`src/rtl/fetch_unit_if.sv`:
```
// Fetch unit bus bundle: control inputs (halt/redirect), the instruction
// memory request/response pair and the decode-side valid/ready handshake.
// "slave" is the fetch unit's view, "master" is the surrounding core/bench.
interface fetch_unit_if #(
    parameter int XLEN   = 32,
    parameter int ADDR_W = 10
);
    logic              halt;
    logic              redirect_valid;
    logic [XLEN-1:0]   redirect_pc;
    logic [ADDR_W-1:0] imem_addr;
    logic              imem_rd;
    logic [XLEN-1:0]   imem_q;
    logic              out_valid;
    logic              out_ready;
    logic [XLEN-1:0]   out_inst;
    logic [XLEN-1:0]   out_pc;
    logic [XLEN-1:0]   out_pc4;

    modport master (
        output halt, redirect_valid, redirect_pc, imem_q, out_ready,
        input  imem_addr, imem_rd, out_valid, out_inst, out_pc, out_pc4
    );

    modport slave (
        input  halt, redirect_valid, redirect_pc, imem_q, out_ready,
        output imem_addr, imem_rd, out_valid, out_inst, out_pc, out_pc4
    );
endinterface

```
`src/rtl/fetch_unit.sv`:
```
// Instruction-fetch front end: owns the PC, issues one word read per cycle to
// a 1-cycle-latency instruction memory, buffers {inst, pc} in a prefetch FIFO
// and hands entries to decode over valid/ready. Redirects flush everything.
// Optional feature macro: FETCH_BYPASS_EN (present a response directly when
// the FIFO is empty, saving one cycle of latency).
module fetch_unit #(
    parameter int              XLEN     = 32,
    parameter int              ADDR_W   = 10,
    parameter logic [XLEN-1:0] RESET_PC = '0,
    parameter int              DEPTH    = 4
) (
    input  logic       clk,
    input  logic       rst,
    fetch_unit_if.slave bus
);
    localparam int PTR_W = $clog2(DEPTH);
    localparam int CNT_W = PTR_W + 1;
    localparam logic [CNT_W-1:0] DEPTH_C = CNT_W'(DEPTH);
    localparam logic [XLEN-1:0]  STEP    = XLEN'(4);

    typedef enum logic [1:0] {
        BOOT  = 2'd0,
        RUN   = 2'd1,
        STALL = 2'd2
    } state_t;

    state_t            state_reg;
    logic [XLEN-1:0]   pc_reg;
    logic [XLEN-1:0]   resp_pc_reg;
    logic              inflight_reg;
    logic [CNT_W-1:0]  count_reg;
    logic [PTR_W-1:0]  wr_ptr_reg;
    logic [PTR_W-1:0]  rd_ptr_reg;
    logic [XLEN-1:0]   inst_mem [DEPTH];
    logic [XLEN-1:0]   pc_mem   [DEPTH];

    logic [CNT_W-1:0]  occupancy;
    logic              has_room;
    logic              issue;
    logic              resp_valid;
    logic              fifo_empty;
    logic [XLEN-1:0]   redirect_target;
    logic              sel_bypass;
    logic              push;
    logic              pop;
    logic              out_valid_c;
    logic [XLEN-1:0]   out_inst_c;
    logic [XLEN-1:0]   out_pc_c;

    // Buffered entries plus the one in flight must never exceed DEPTH, so a
    // response always has a slot and overflow cannot happen.
    assign occupancy  = count_reg + CNT_W'(inflight_reg);
    assign has_room   = occupancy < DEPTH_C;
    assign issue      = rst && !bus.redirect_valid && (state_reg == RUN) && has_room && !bus.halt;
    // A response returning in the redirect (or reset) cycle belongs to the old
    // stream and is dropped rather than pushed.
    assign resp_valid = rst && inflight_reg && !bus.redirect_valid;
    assign fifo_empty = (count_reg == '0);
    assign redirect_target = bus.redirect_pc & ~XLEN'(3);

    assign bus.imem_rd   = issue;
    assign bus.imem_addr = pc_reg[ADDR_W+1:2];
    assign bus.out_valid = out_valid_c;
    assign bus.out_inst  = out_inst_c;
    assign bus.out_pc    = out_pc_c;
    assign bus.out_pc4   = out_valid_c ? (out_pc_c + STEP) : '0;

    // Head selection (FIFO head or bypassed response) and push/pop decisions.
    always_comb begin
        sel_bypass = 1'b0;
`ifdef FETCH_BYPASS_EN
        sel_bypass = resp_valid && fifo_empty;
`endif
        out_valid_c = 1'b0;
        out_inst_c  = '0;
        out_pc_c    = '0;
        if (rst) begin
            if (!fifo_empty) begin
                out_valid_c = 1'b1;
                out_inst_c  = inst_mem[rd_ptr_reg];
                out_pc_c    = pc_mem[rd_ptr_reg];
            end else if (sel_bypass) begin
                out_valid_c = 1'b1;
                out_inst_c  = bus.imem_q;
                out_pc_c    = resp_pc_reg;
            end
        end
        pop  = rst && !bus.redirect_valid && !fifo_empty && bus.out_ready;
        push = resp_valid && !(sel_bypass && bus.out_ready);
    end

    // Fetch state machine: BOOT for one cycle, then RUN/STALL by room and halt.
    always_ff @(posedge clk) begin
        if (!rst) begin
            state_reg <= BOOT;
        end else if (bus.redirect_valid) begin
            state_reg <= RUN;
        end else begin
            case (state_reg)
                BOOT:    state_reg <= RUN;
                RUN:     if (!has_room || bus.halt) state_reg <= STALL;
                STALL:   if (has_room && !bus.halt) state_reg <= RUN;
                default: state_reg <= BOOT;
            endcase
        end
    end

    // PC, in-flight tracking and FIFO pointers/count.
    always_ff @(posedge clk) begin
        if (!rst) begin
            pc_reg       <= RESET_PC;
            resp_pc_reg  <= '0;
            inflight_reg <= 1'b0;
            count_reg    <= '0;
            wr_ptr_reg   <= '0;
            rd_ptr_reg   <= '0;
        end else begin
            inflight_reg <= issue;
            if (issue) begin
                resp_pc_reg <= pc_reg;
            end
            if (bus.redirect_valid) begin
                pc_reg     <= redirect_target;
                count_reg  <= '0;
                wr_ptr_reg <= '0;
                rd_ptr_reg <= '0;
            end else begin
                if (issue) begin
                    pc_reg <= pc_reg + STEP;
                end
                if (push) begin
                    wr_ptr_reg <= wr_ptr_reg + 1'b1;
                end
                if (pop) begin
                    rd_ptr_reg <= rd_ptr_reg + 1'b1;
                end
                count_reg <= count_reg + CNT_W'(push) - CNT_W'(pop);
            end
        end
    end

    // FIFO storage write port; contents need no reset since count gates reads.
    always_ff @(posedge clk) begin
        if (push) begin
            inst_mem[wr_ptr_reg] <= bus.imem_q;
            pc_mem[wr_ptr_reg]   <= resp_pc_reg;
        end
    end
endmodule

```
`src/flat_wrapper.sv`:
```
// flat-port wrapper written by rule: the top's interface ports become plain ports
module fetch_unit_flat 
#(
    parameter int              XLEN     = 32,
    parameter int              ADDR_W   = 10,
    parameter logic [XLEN-1:0] RESET_PC = '0,
    parameter int              DEPTH    = 4
)
  (clk, rst, bus_halt, bus_redirect_valid, bus_redirect_pc, bus_imem_q, bus_out_ready, bus_imem_addr, bus_imem_rd, bus_out_valid, bus_out_inst, bus_out_pc, bus_out_pc4);
  fetch_unit_if #(.XLEN(XLEN), .ADDR_W(ADDR_W)) bus_i ();
  input  logic clk;
  input  logic rst;
  input wire logic [$bits(bus_i.halt)-1:0] bus_halt;
  input wire logic [$bits(bus_i.redirect_valid)-1:0] bus_redirect_valid;
  input wire logic [$bits(bus_i.redirect_pc)-1:0] bus_redirect_pc;
  input wire logic [$bits(bus_i.imem_q)-1:0] bus_imem_q;
  input wire logic [$bits(bus_i.out_ready)-1:0] bus_out_ready;
  output wire logic [$bits(bus_i.imem_addr)-1:0] bus_imem_addr;
  output wire logic [$bits(bus_i.imem_rd)-1:0] bus_imem_rd;
  output wire logic [$bits(bus_i.out_valid)-1:0] bus_out_valid;
  output wire logic [$bits(bus_i.out_inst)-1:0] bus_out_inst;
  output wire logic [$bits(bus_i.out_pc)-1:0] bus_out_pc;
  output wire logic [$bits(bus_i.out_pc4)-1:0] bus_out_pc4;
  assign bus_i.halt = bus_halt;
  assign bus_i.redirect_valid = bus_redirect_valid;
  assign bus_i.redirect_pc = bus_redirect_pc;
  assign bus_i.imem_q = bus_imem_q;
  assign bus_i.out_ready = bus_out_ready;
  assign bus_imem_addr = bus_i.imem_addr;
  assign bus_imem_rd = bus_i.imem_rd;
  assign bus_out_valid = bus_i.out_valid;
  assign bus_out_inst = bus_i.out_inst;
  assign bus_out_pc = bus_i.out_pc;
  assign bus_out_pc4 = bus_i.out_pc4;
  fetch_unit #(.XLEN(XLEN), .ADDR_W(ADDR_W), .RESET_PC(RESET_PC), .DEPTH(DEPTH)) u_core (.clk(clk), .rst(rst), .bus(bus_i));
endmodule
```
`config.mk`:
```
export PLATFORM = sky130hd
export DESIGN_NAME = fetch_unit_flat
export DESIGN_NICKNAME = d
export VERILOG_FILES = /design/src/rtl/fetch_unit_if.sv /design/src/rtl/fetch_unit.sv /design/src/flat_wrapper.sv
export SDC_FILE = /design/constraint.sdc
export NUM_CORES = 1
export LEC_CHECK = 0
export ABC_AREA = 1
export CAP_MARGIN = 15
export CORE_AREA = 2 2 166 168
export CTS_CLUSTER_SIZE = 14
export DETAILED_ROUTE_END_ITERATION = 7
export DIE_AREA = 0 0 168 170
export GPL_TIMING_DRIVEN = 0
export PLACE_DENSITY_LB_ADDON = 0.1
export SLEW_MARGIN = 20
export SYNTH_ARGS = -nofsm -noshare
export SYNTH_HDL_FRONTEND = slang
export SYNTH_SLANG_ARGS = --single-unit
```
`constraint.sdc`:
```
create_clock -name clk -period 5.25 [get_ports clk]
set_input_delay 0.525 -clock clk [delete_from_list [all_inputs] [get_ports clk]]
set_output_delay 0.525 -clock clk [all_outputs]
set_load 0.05 [all_outputs]
```
==> flow_summary.yaml <==
outcome:
  run_status: "finished, final reports clean"
floorplan:
  chipHeight_um: 170
  core.rowCount: 60
  pin_count: 177
  dieArea_mm2: 0.0286
  die_x_um: 168
  core_mm2: 0.0267
  start_util_pct: 55.5
finish:
  fin_cells: 2184
  diodes: 0
  top_regs: "u_core.inst_mem (128), u_core.pc_mem (120)"
  drive_above_1_share_pct: 8.79
  top_register: "u_core.inst_mem"
  nets: 1896
  syn2layout_area_growth_pct: 23.0
  largest_register_ffs: 128
  fillCellCount: 2077
drt:
  avgRoutedWirePerCell_um: 17.6
  wl_um: 38400
  post-route-drc-count: 0
  drt_iter0_markers: 1121
  ant_nets: 0
  via_count: 11577
  drt-pass1-iter-count: 6
  vias_per_cell: 5.30
yosys:
  yosysMostFrequentCell: "nand2_1"
  synth_top_flop_cell: "edfxtp_1"
  synth.top_cells.by_count: "nand2_1 (378), nor2_1 (263), edfxtp_1 (248), inv_1 (152), o21ai_0 (108)"
  ys_seq_area_share_pct: 60.1
  synth-seq-cells: 320
  synthArstFlopShare_pct: 0
  syn_avg_cell_area_um2: 9.25
  yosysTopAreaCellShare_pct: 50.3
  synth_top_cell_by_area: "edfxtp_1"
  synthTopCellsByArea: "edfxtp_1 (50%), dfxtp_1 (9.7%), nand2_1 (9.6%)"
  synth_area_mm2: 0.0148
  synth.distinct_cells: 38
  synth-edff-count: 248
  synth_cells: 1600
  ys.warnings.count: 0
clocking:
  clkSinkCount: 320
  cts_buffer_depth: 3
  clockRootBuffer: "clkbuf_16"
  cts_resized: 0
  htree_levels: 2
  cts_hold_buf: 0
  numCtsBuffers: 34
  clock_latency_ns: 0.51
  clkSlewWorstSetupHoldPaths_ns: 0.06
  cts_setup_buffers: 0
  cts_tree: "built"
worst_hold_path:
  hp-class: "in2reg"
grt:
  antenna_found_initial: 0
  grt_usage_pct: 27.1
  grt_max_degree: 25
  grt_pass1_vias: 11200
  grt_remaining_overflow: 0
  grt_first_pass_wirelength_um: 60000
placed_design:
  io_buffers: 169
  gp_congestion: 0.920
  dp.cells: 2123
  hpwl_um: 27400
timing:
  slew_headroom_pct: 50.3
  setup_violations: 0
  rsz0062_at_grt: "no"
  clock_skew_ns: 0.0153
  hold_viol: 0
  fin_crit_ns: 4.69
  slew_viol_final: 0
  tightest_slew_ns: 0.746
  fmax_ghz: 0.213
  fin_crit_sh_pct: 89.4
worst_setup_path:
  crit_path_end_kind: "primary output"
  worstSetupPathType: "reg2out"
  arrival_ns: 4.17
  critPathMaxFanout: 10
  worstSetupStartpointType: "register"
  cp.required_ns: 4.72
pwr:
  p_per_area_mw_per_mm2: 285
  peakVddDrop_mv: 0.294
  finalPower_w: 0.00518
  p_leak_nw: 6.98
flow_run:
  cap_violations: 0
## final timing paths
kind	startpoint	to	slack, ns	cells past startpoint
worst min register to register	u_core.rd_ptr_reg[1]$_SDFFE_PP0P_	u_core.rd_ptr_reg[1]$_SDFFE_PP0P_	0.48	2
worst min-delay path	rst	u_core.resp_pc_reg[3]$_SDFFE_PN0P_	0.33	3
worst max register to register	u_core.pc_reg[3]$_SDFFE_PN0P_	u_core.pc_reg[22]$_SDFFE_PN0P_	3.02	7
worst max-delay path	u_core.count_reg[1]$_SDFF_PP0_	bus_out_pc4[18]	0.56	15
## report_power, final
group / internal, W / leakage, nW / switching (W)
registers: 0.00274 / 2.68 / 0.0000322
clock network: 0.00124 / 0.490 / 0.000944
logic: 0.0000939 / 3.81 / 0.000127
total: 0.00408 / 6.98 / 0.00110
## cells by family after synthesis
| logic type | after synthesis | synth area share [%] |
|---|---|---|
| compound gates | 207 | 7.50 |
| xor+xnor | 29 | 1.72 |
| fa+ha+maj | 9 | 0.812 |
| buf+inv | 240 | 7.43 |
| flops | 320 | 60.1 |
| other cells | 1 | 0.0253 |
| simple gates | 794 | 22.5 |
## per-layer routing
metal  track usage [%]  vias to the layer above  wire length [um]  part of all wire [%]
met1              35.6                     5407             16100                    42
met4              8.28                        0               938                   2.4
met2              47.4                      420             18800                    49
li1                  -                     5681                 -                     -
met3              3.53                       69              2510                   6.5
met5                 0                        -                 0                     0
## critical path, stage by stage, from the launching register on
cell             delay, ns
dfxtp_1               0.43
nor2_2                0.11
a21oi_4               0.36
buf_2                 0.30
buf_2                 0.29
nand2_1               0.08
inv_1                 0.07
ha_1                  0.20
inv_1                 0.11
nor2_1                0.17
nand2_1               0.16
nor2_2                0.26
nand2_1               0.10
xor2_1                0.15
inv_1                 0.05
clkdlybuf4s50_1       0.79
## cell usage in the layout, fill, tap and decap left out, types with 8 or more instances in the layout
cell type	synthesis	layout
clkdlybuf4s50_1	0	169
nor3_1	10	10
o21ai_0	108	108
inv_1	152	152
nor2_1	263	259
dfxtp_1	72	72
buf_4	25	25
clkbuf_16	0	35
nor2_2	18	18
edfxtp_1	248	248
nand2_1	378	378
nor2_4	13	17
clkbuf_1	22	34
a211oi_1	13	13
ha_1	8	8
nand4_1	8	8
nand3_1	90	90
xor2_1	22	22
buf_2	22	22
a21oi_1	70	70
## metrics by stage
stage	hold slack [ns]	instance area, um^2	setup TNS, ns	utilization [%]	setup slack (ns)
6_report	0.331	18200	0	68.3	0.557
3_5_place_dp	0.463	17200	0	64.5	0.941
2_1_floorplan	0.436	14800	0	-	1.14
5_1_grt	0.317	18200	0	68.3	0.259
4_1_cts	0.307	18200	0	68.3	0.562
3_3_place_gp	0.455	16900	-329.83	63.5	-1.40
## layout make-up
class	instances	area (um^2)	share of cell area, %
plain buffers	82	499	2.74
clock buffers	47	921	5.06
clock inverters	14	91.3	0.502
inverters	158	601	3.30
multi-input cells	1043	4850	26.7
flip-flops and latches	320	8890	48.8
well taps	341	427	2.34
repair buffers	179	1920	10.6
No activity file was read; power rests on OpenSTA's default activity.
